## config.mk

```make
export PLATFORM = sky130hd
export DESIGN_NAME = lsu32
export DESIGN_NICKNAME = d
export VERILOG_FILES = /design/src/rtl/lsu32.sv
export SDC_FILE = /design/constraint.sdc
export NUM_CORES = 1
export LEC_CHECK = 0
export ABC_AREA = 1
export ABC_CLOCK_PERIOD_IN_PS = 1900
export CORE_ASPECT_RATIO = 1.75
export CORE_MARGIN = 10
export CORE_UTILIZATION = 45
export DETAILED_ROUTE_END_ITERATION = 7
export GPL_ROUTABILITY_DRIVEN = 0
export PLACE_DENSITY = 0.81
export SLEW_MARGIN = 10
export SYNTH_ARGS = -nofsm -noshare
export SYNTH_HDL_FRONTEND = slang
export SYNTH_SLANG_ARGS = --single-unit
```

## constraint.sdc

```tcl
create_clock -name clk -period 1.9 [get_ports clk]
set_input_delay 0.38 -clock clk [delete_from_list [all_inputs] [get_ports clk]]
set_output_delay 0.38 -clock clk [all_outputs]
set_load 0.01 [all_outputs]
```

## src/rtl/lsu32.sv

```systemverilog
// RV32I load/store unit: one outstanding access on a valid/ready memory port,
// returning extended load data or a store acknowledge to writeback.
module lsu32 #(
    parameter int XLEN = 32
) (
    input  logic            clk,
    input  logic            rst_n,
    input  logic            req_valid,
    output logic            req_ready,
    input  logic            req_we,
    input  logic [2:0]      req_funct3,
    input  logic [XLEN-1:0] req_addr,
    input  logic [XLEN-1:0] req_wdata,
    output logic            resp_valid,
    output logic [XLEN-1:0] resp_rdata,
    output logic            resp_err,
    output logic            mem_req_valid,
    input  logic            mem_req_ready,
    output logic [XLEN-1:0] mem_addr,
    output logic            mem_we,
    output logic [3:0]      mem_wstrb,
    output logic [XLEN-1:0] mem_wdata,
    input  logic            mem_resp_valid,
    input  logic [XLEN-1:0] mem_rdata
);

    typedef enum logic [1:0] {IDLE, REQ, WAIT, DONE} state_t;

    state_t      state;
    logic        op_we;
    logic [2:0]  op_funct3;
    logic [1:0]  op_off;

    logic        misaligned;
    logic        illegal;
    logic [3:0]  strb_c;
    logic [31:0] wdata_c;
    logic [31:0] byte_shift;
    logic [31:0] half_shift;
    logic [31:0] load_c;

    // Decode the incoming request so it can be validated and laned on the accept edge.
    always_comb begin
        misaligned = ((req_funct3[1:0] == 2'd1) && req_addr[0]) ||
                     ((req_funct3[1:0] == 2'd2) && (req_addr[1:0] != 2'd0));
        illegal    = req_we ? (req_funct3 >= 3'd3)
                            : ((req_funct3 == 3'd3) || (req_funct3 == 3'd6) || (req_funct3 == 3'd7));
        strb_c  = 4'b1111;
        wdata_c = req_wdata;
        case (req_funct3[1:0])
            2'd0: begin
                strb_c  = 4'b0001 << req_addr[1:0];
                wdata_c = {4{req_wdata[7:0]}};
            end
            2'd1: begin
                strb_c  = req_addr[1] ? 4'b1100 : 4'b0011;
                wdata_c = {2{req_wdata[15:0]}};
            end
            default: ;
        endcase
        if (!req_we) begin
            strb_c = 4'b0000;
        end
    end

    always_comb begin
        byte_shift = mem_rdata >> {op_off, 3'b000};
        half_shift = mem_rdata >> {op_off[1], 4'b0000};
        case (op_funct3)
            3'd0:    load_c = {{24{byte_shift[7]}}, byte_shift[7:0]};
            3'd4:    load_c = {24'd0, byte_shift[7:0]};
            3'd1:    load_c = {{16{half_shift[15]}}, half_shift[15:0]};
            3'd5:    load_c = {16'd0, half_shift[15:0]};
            default: load_c = mem_rdata;
        endcase
    end

    // Rejected ops skip straight to DONE so no memory access is ever issued for them.
    always_ff @(posedge clk or negedge rst_n) begin
        if (!rst_n) begin
            state         <= IDLE;
            req_ready     <= 1'b0;
            resp_valid    <= 1'b0;
            resp_rdata    <= '0;
            resp_err      <= 1'b0;
            mem_req_valid <= 1'b0;
            mem_addr      <= '0;
            mem_we        <= 1'b0;
            mem_wstrb     <= 4'b0000;
            mem_wdata     <= '0;
            op_we         <= 1'b0;
            op_funct3     <= 3'd0;
            op_off        <= 2'd0;
        end else begin
            resp_valid <= 1'b0;
            case (state)
                IDLE: begin
                    req_ready <= 1'b1;
                    if (req_valid && req_ready) begin
                        req_ready <= 1'b0;
                        op_we     <= req_we;
                        op_funct3 <= req_funct3;
                        op_off    <= req_addr[1:0];
                        mem_addr  <= {req_addr[31:2], 2'b00};
                        if (misaligned || illegal) begin
                            state      <= DONE;
                            resp_valid <= 1'b1;
                            resp_err   <= 1'b1;
                            resp_rdata <= '0;
                        end else begin
                            state         <= REQ;
                            mem_req_valid <= 1'b1;
                            mem_we        <= req_we;
                            mem_wstrb     <= strb_c;
                            mem_wdata     <= wdata_c;
                        end
                    end
                end
                REQ: begin
                    if (mem_req_ready) begin
                        mem_req_valid <= 1'b0;
                        state         <= WAIT;
                    end
                end
                WAIT: begin
                    if (mem_resp_valid) begin
                        state      <= DONE;
                        resp_valid <= 1'b1;
                        resp_err   <= 1'b0;
                        resp_rdata <= op_we ? 32'd0 : load_c;
                    end
                end
                DONE: begin
                    state     <= IDLE;
                    req_ready <= 1'b1;
                end
                default: state <= IDLE;
            endcase
        end
    end

endmodule

```

==> Word-level counts from Yosys, hierarchy flattened <==
Index checks and enable logic that the tools add are counted.
{ "totals": {"regBits": 111, "inputBits": 105, "output_inout_bits": 105, "elab_cells": 83} }
{ "op_classes": {"n_lt_le_gt_ge": 1, "n_eq_ne": 16, "n_shift": 3, "n_mux": 30, "bitwise": 1, "reduce_logical": 19} }
{ "ops": {"columns": ["operator", "count"], "rows": [
  ["32-bit two-way mux", 4],
  ["32-bit one-hot mux with 2 select lines", 2],
  ["32-bit one-hot mux with 4 select lines", 1],
  ["32-bit by 5-bit >> shifter with 16-bit output", 1],
  ["32-bit by 5-bit >> shifter with 8-bit output", 1],
  ["3-bit equality test, second input constant", 4],
  ["1-bit two-way mux", 11],
  ["2-bit inequality test, second input constant", 5],
  ["2-bit two-way mux", 4],
  ["4-bit two-way mux", 2],
  ["1-bit one-hot mux with 2 select lines", 4],
  ["2-bit one-hot mux with 4 select lines", 1],
  ["4-bit one-hot mux with 2 select lines", 1],
  ["4-bit AND reduction", 2],
  ["2-bit nonzero test", 4],
  ["2-bit equality test, second input constant", 3],
  ["3-bit AND reduction", 2],
  ["2-bit by 1-bit equality test with 1-bit output, second input constant", 2],
  ["2-bit logical NOT", 2],
  ["1-bit logical OR", 4],
  ["1-bit by 2-bit << shifter with 4-bit output, first input constant", 1],
  ["3-bit by 1-bit equality test with 1-bit output, second input constant", 1],
  ["3-bit by 2-bit equality test with 1-bit output, second input constant", 1],
  ["3-bit by 2-bit greater-or-equal comparator with 1-bit output, second input constant", 1],
  ["4 further kinds", 6]
]} }

==> Logic depth before layout (Yosys ltp) <==
Gate-level depths: netlist of run 1.
{ "logic_depth": {"depth_word": 8, "depth_mapped": 10, "mapped_depth_nobuf": 9} }

==> Worst setup path after synthesis of run 1 <==
Ideal clock, no wire load.
{ "synth_timing": {"kind": "register to register", "startpoint": "register state[0]", "endpoint": "register mem_addr[10]", "setup_ps": 117, "arrival_ps": 1395, "required_ps": 1783, "path_slack_ps": 389, "path_stages_with_launch": 9, "path_buffers": 1, "synth_period_minus_slack_ps": 1511, "cell_sequence": "dfrtp_1 -> inv_1 -> ha_1 -> inv_1 -> nor2_1 -> inv_1 -> buf_2 -> nand2_1 -> nand2_1"} }
{ "synth_via": {"elab_chain_len": 2} }
{ "synth_rtl": {"columns": ["element", "line", "text"], "rows": [
  ["start, declared", "29", "state_t state;"],
  ["start signal, assigned", "81", "state <= IDLE;"],
  ["start signal, assigned", "106", "state <= DONE;"],
  ["start signal, assigned", "111", "state <= REQ;"],
  ["2-bit logical NOT", "96", "case (state)"],
  ["2-bit AND reduction (no line)", null, null],
  ["end signal, assigned", "104", "mem_addr <= {req_addr[31:2], 2'b00};"],
  ["end, declared", "19", "output logic [XLEN-1:0] mem_addr,"]
]} }
Every way passes these cells.
A chain may end at the register's enable or synchronous reset.

==> Worst setup path in the final report of run 1 <==
{ "layout_timing": {"startpoint": "register req_ready", "endpoint": "output port req_ready"} }
{ "layout_rtl": {"columns": ["element", "line", "text"], "rows": [
  ["start, declared", "9", "output logic req_ready,"],
  ["start signal, assigned", "82", "req_ready <= 1'b0;"],
  ["start signal, assigned", "98", "req_ready <= 1'b1;"],
  ["start signal, assigned", "100", "req_ready <= 1'b0;"]
]} }
No word-level cell between the ends.

==> flow_summary.ini, run 1 <==
[run_status]
status = completed

[die]
design.die.area_um2 = 17500
die_h_um = 168
initial_utilization = 0.461
io_pins = 210
core_um2 = 12100
rows = 53
die_x_um = 104

[critical_path]
arrival_ns = 1.33
cp_cell_sequence = clkdlybuf4s50_1
crit_required_ns = 1.52
slowest_stage = clkdlybuf4s50_1
path_buf_inv = 1
critPathMaxFanout = 3
cp_top_family = buffers and inverters
crit_path_end_kind = output pin
r2r_slack_ns = 0.21
cp-start-kind = register
worstReg2RegStart = state[0]
r2r-end = resp_rdata[12]
crit_type = register to output pin
crit_path_max_incr_delay_ns = 0.59
reg2reg_depth = 9

[detailed_routing]
firstDrtPassIters = 5
ant_nets = 0
via_count = 5544
avgViaCountPerCell = 4.96
drc = 0
wl_per_cell_um = 16.8
routed_wirelength_um = 18700
drt-initial-drc-count = 261

[final_layout]
area_growth_pct = 48.2
drive_above_1_share = 0.0966
final_util = 0.683
layout.nets = 1056
fin_cells = 1117
stdcell_area_um2 = 8290
diodes = 0
n_fill_cell = 1059

[clock_tree]
cts_sinks = 111
cts_max_path_buffers = 2
cts_tree = done
postCtsResizedCells = 0
path_clk_slew_ns = 0.08
cts-root-buf = clkbuf_16
cts_setup_buffers = 0
cts_hold_buf = 0
cts_max_level = 3
insertion_delay_ns = 0.35
cts_buffers = 9

[timing]
period_needed_ns = 1.71
rsz0062_at_grt = false
timing.final.ws_setup_ns = 0.192
worst_pin_slew_ns = 0.596
period_share = 0.899
timing.hold.ws_ns = 0.0963
relSlewSlack = 0.603
fmax_ghz = 0.585
final_max_slew_viol_count = 0
setup_viol = 0
hold_viol = 0
skew_ns = 0.0129

[global_route]
grt_pass1_vias = 5599
antenna_found_initial = 0
grt_max_degree = 112
grt_first_pass_wirelength_um = 29400
grt-ovfl-total = 0
track_usage = 0.208

[synth]
ys_warn_count = 0
ys_types = 30
synthesis.area_um2 = 5600
synth-seq-area-share = 0.496
netlist_instances = 730
syn_avg_cell_area_um2 = 7.67
ys_ff_latch = 111

[placement]
place_inst = 1101
placed_area_um2 = 8000
portBuffers = 207
pre_cts_ws_ns = -0.189
dp_hpwl_um = 14600

[power_and_ir_drop]
peakVddDrop_mv = 0.855
powerDensity_nw_per_um2 = 1520
p_leak_nw = 4.07

[run]
drv_cap = 0

[worst_hold_path]
holdCritPathClass = primary input to asynchronous set/reset pin
[worst max path at each step]
stage                        startpoint             end  slack, ns  cells past startpoint
final                         req_ready       req_ready       0.19                      1
after global routing           state[0]  resp_rdata[16]       0.02                      9
after CTS                      state[0]   resp_rdata[7]       0.09                      8
after detailed placement  req_funct3[0]   mem_wdata[11]      -0.19                      9
after global placement    req_funct3[0]   mem_wdata[28]      -0.11                      9
after floorplan                state[0]    mem_addr[10]       0.39                      8
[per-stage QoR]
step / setup TNS (ns) / total power [mW]
floorplan: 0 / 7.34
global placement: -3.16 / 10.7
detailed placement: -5.58 / 10.8
CTS: 0 / 12.7
global route: 0 / 13.5
finish: 0 / 12.6
[cell usage in the layout (no fill, tap or decap), types with 9 or more instances in the layout]
cell / n
buf_4: 27
nand4_1: 18
nand2_1: 345
a21oi_1: 29
dfrtp_1: 111
o21ai_0: 31
nor2_1: 26
o21ai_2: 16
inv_1: 37
o21ai_1: 17
or2_2: 9
clkdlybuf4s50_1: 206
nand3_1: 28
clkbuf_16: 9
[cell usage after synthesis]
library cell,instances,area share
o21ai_2,16,0.025
o22ai_1,2,0.0022
buf_4,5,0.0067
nand4_1,18,0.020
a21oi_1,29,0.026
o31ai_1,1,0.0013
o21ai_0,31,0.028
nand2_1,345,0.23
conb_1,1,0.00067
dfrtp_1,111,0.50
or2_2,9,0.010
nand3_1,28,0.025
nand3b_1,1,0.0013
inv_1,38,0.025
buf_6,8,0.016
inv_2,3,0.0020
buf_2,16,0.014
o211ai_1,2,0.0027
nand3_2,1,0.0018
inv_4,1,0.0011
nor2_8,1,0.0036
nand2_4,1,0.0020
nor2_2,1,0.0011
clkbuf_1,7,0.0047
nor2_1,28,0.019
nor2_4,1,0.0020
o21ai_1,17,0.015
ha_1,4,0.0089
nand2_2,3,0.0034
a21oi_4,1,0.0029
[cell families after synthesis]
group / count (synthesis) / share of synthesized area
flip-flops: 111 / 0.496
buffers and inverters: 78 / 0.0704
AO/OA/AOI/OAI: 99 / 0.103
other: 1 / 0.000670
adder cells (fa/ha/maj): 4 / 0.00894
AND/OR/NAND/NOR: 437 / 0.321
[flip-flops by register name (all words and copies together) (netlist names)]
signal / flops
mem_wdata: 32
resp_rdata: 32
mem_addr: 30
mem_wstrb: 4
op_funct3: 3
op_off: 2
state: 2
mem_req_valid: 1
mem_we: 1
op_we: 1
req_ready: 1
resp_err: 1
resp_valid: 1
[worst register-to-register path, stage by stage (launching register included)]
cell	delay (ns)
dfrtp_1	0.38
inv_1	0.09
ha_1	0.27
nand2_1	0.09
nand2_1	0.06
nor2_2	0.13
nand2_2	0.13
inv_1	0.25
nand3_1	0.15
nand2_1	0.09
[where the power goes]
part,internal [mW],leakage [nW],switching (mW)
Sequential,3.38,1.43,0.612
Combinational,3.21,2.49,3.52
Clock,0.947,0.141,0.918
[cell type report]
type	instances	area (µm²)	share of cell area
clock buffer	10	239	0.0288
clock inverter	6	50.0	0.00603
inverter	42	163	0.0196
multi-input combinational	542	2430	0.293
sequential	111	2780	0.335
tap	165	206	0.0249
timing repair buffer	241	2420	0.292
[per-layer routing]
metal / global-route usage / up-vias / part of all wire
li1: - / 2743 / -
met1: 0.211 / 2572 / 0.37
met2: 0.398 / 201 / 0.55
met3: 0.0496 / 28 / 0.056
met4: 0.0742 / 0 / 0.024
met5: 0 / - / 0
No activity file was read; power rests on OpenSTA's default activity.
==> run 2: changes to the inputs <==
--- a/config.mk
+++ b/config.mk
@@ -7,6 +7,7 @@
 export LEC_CHECK = 0
 export ABC_AREA = 1
 export ABC_CLOCK_PERIOD_IN_PS = 1900
+export CAP_MARGIN = 30
 export CORE_ASPECT_RATIO = 1.75
 export CORE_MARGIN = 10
 export CORE_UTILIZATION = 45
==> results of run 2 <==
Same layout as run 1: the final DEF is identical, and so are final timing and power.
==> variant (config.mk and constraints of run 2) <==
Encoding of `state_t`: now one-hot (4 bits for 4 states).
--- a/src/rtl/lsu32.sv
+++ b/src/rtl/lsu32.sv
@@ -24,7 +24,7 @@
     input  logic [XLEN-1:0] mem_rdata
 );
 
-    typedef enum logic [1:0] {IDLE, REQ, WAIT, DONE} state_t;
+    typedef enum logic [3:0] {IDLE = 4'b0001, REQ = 4'b0010, WAIT = 4'b0100, DONE = 4'b1000} state_t;
 
     state_t      state;
     logic        op_we;
Formal check against the unedited RTL: same outputs for any inputs over 4 cycles, from zero or initial values and one cycle with rst_n low; so few cycles prove little.
==> variant against run 2 <==
Sequential cell count increased by 2; non-clock buffer count decreased by 2; via count increased by 5.8%; wire length increased by 5.0%; power decreased by 0.71%; worst setup slack got worse by 0.073 ns; cell area increased by 4.5%; clock power increased by 77%; synthesized area increased by 2.0%; die area increased by 1.7%; critical endpoint is now resp_rdata[7].
==> variant: results (changes against run 2) <==
clk slew on worst S/H paths=0.05 ns (-0.03 ns); highest ir drop seen on vdd=975 uV (+14%); DR WL/cell=17.4 um (+4.0%); Pint=0.00786 W (+4.3%); top cells by area, synth=dfrtp_1, nand2_1, nand3_1, o21ai_0, nor2_1; gr usage total=0.223 (+0.0150); Non-clk invs=39 (-7.1%); Power Density=1440 nW/um2 (-5.0%); Multi-In Gates=537 (-0.92%); vias in the first global route=6,024 (+7.6%); Leakage=4.19 nW (+2.9%); Final Skew=0.00527 ns (-0.00761 ns); CTS H-tree lvls=4 (+1); largest net degree at the start of global routing=45 (-60%); HPWL Detailed=15,100 um (+2.9%); routed vias/inst=5.20 (+4.8%); first-pass GRT wire length=31,800 um (+7.9%); status=complete, no violations; top cell types by occurrence after synthesis=nand2_1, dfrtp_1, nand3_1; Register Area=2830 um2 (+1.8%); synthesis warning total=0 (unchanged); Post-DP Area=8030 um2 (+0.39%); fraction of layout cells with a size suffix above 1=0.104 (+0.00753); drt pass-1 iters=7 (+2); Final nets=1,052 (-0.38%); Clock buffer cells=20 (+10); WL final=19,700 um (+5.0%); total CTS buffers=17 (+8); Worst Path Arrival=1.40 ns (+0.07 ns); DP Worst Slack=-0.00597 ns (+0.183 ns); Buffers excl. clock=239 (-0.83%); Synth Instances=732 (+0.27%); Tap Cells=168 (+1.8%); Compound-Gate Fraction of Synth Area=0.117 (+0.0142); fillers=1,041 (-1.7%); Adder-Cell Fraction of Synth Area=0 (-0.00894); sequential area share after synthesis=0.496 (-0.000804); Flop pwr share=0.296 (-0.021); Synth cell types=28 (-6.7%); Hold-fix buffers, CTS=1 (+1); multi-input logic area=2470 um2 (+1.4%); DR iter-0 viols=267 (+2.3%); ClkCell Share=0.0720 (+0.0372); Logic pwr share=0.440 (-0.095)
-- variant: changes by cell type after synthesis, sizes merged, moves of 4 or more --
cell | run 2 | this run
o21ai | 64 | 91
clkbuf | 7 | 12
nor2 | 31 | 72
ha | 4 | 0
nand2 | 349 | 239
a21oi | 30 | 37
nand4 | 18 | 2
or2 | 9 | 1
nand3 | 29 | 89
-- variant: layer usage --
layer	up-vias	global-route usage	wire [um]
met2	276	0.400	10500
li1	2797	-	-
met4	0	0.113	877
met5	-	0	0
met1	2732	0.227	6740
met3	62	0.0684	1540
-- variant: worst paths after layout --
path	slack [ns]	depth (start not counted)	from	end
setup / recovery	0.12	1	resp_rdata[7]	resp_rdata[7]
hold / removal	0.46	2	rst_n	mem_addr[8]
setup reg to reg	0.27	9	state[3]	resp_rdata[1]
hold reg to reg	0.48	2	mem_we	mem_we
max in group asynchronous	0.80	3	rst_n	resp_rdata[15]
min in group clk	0.48	2	mem_we	mem_we
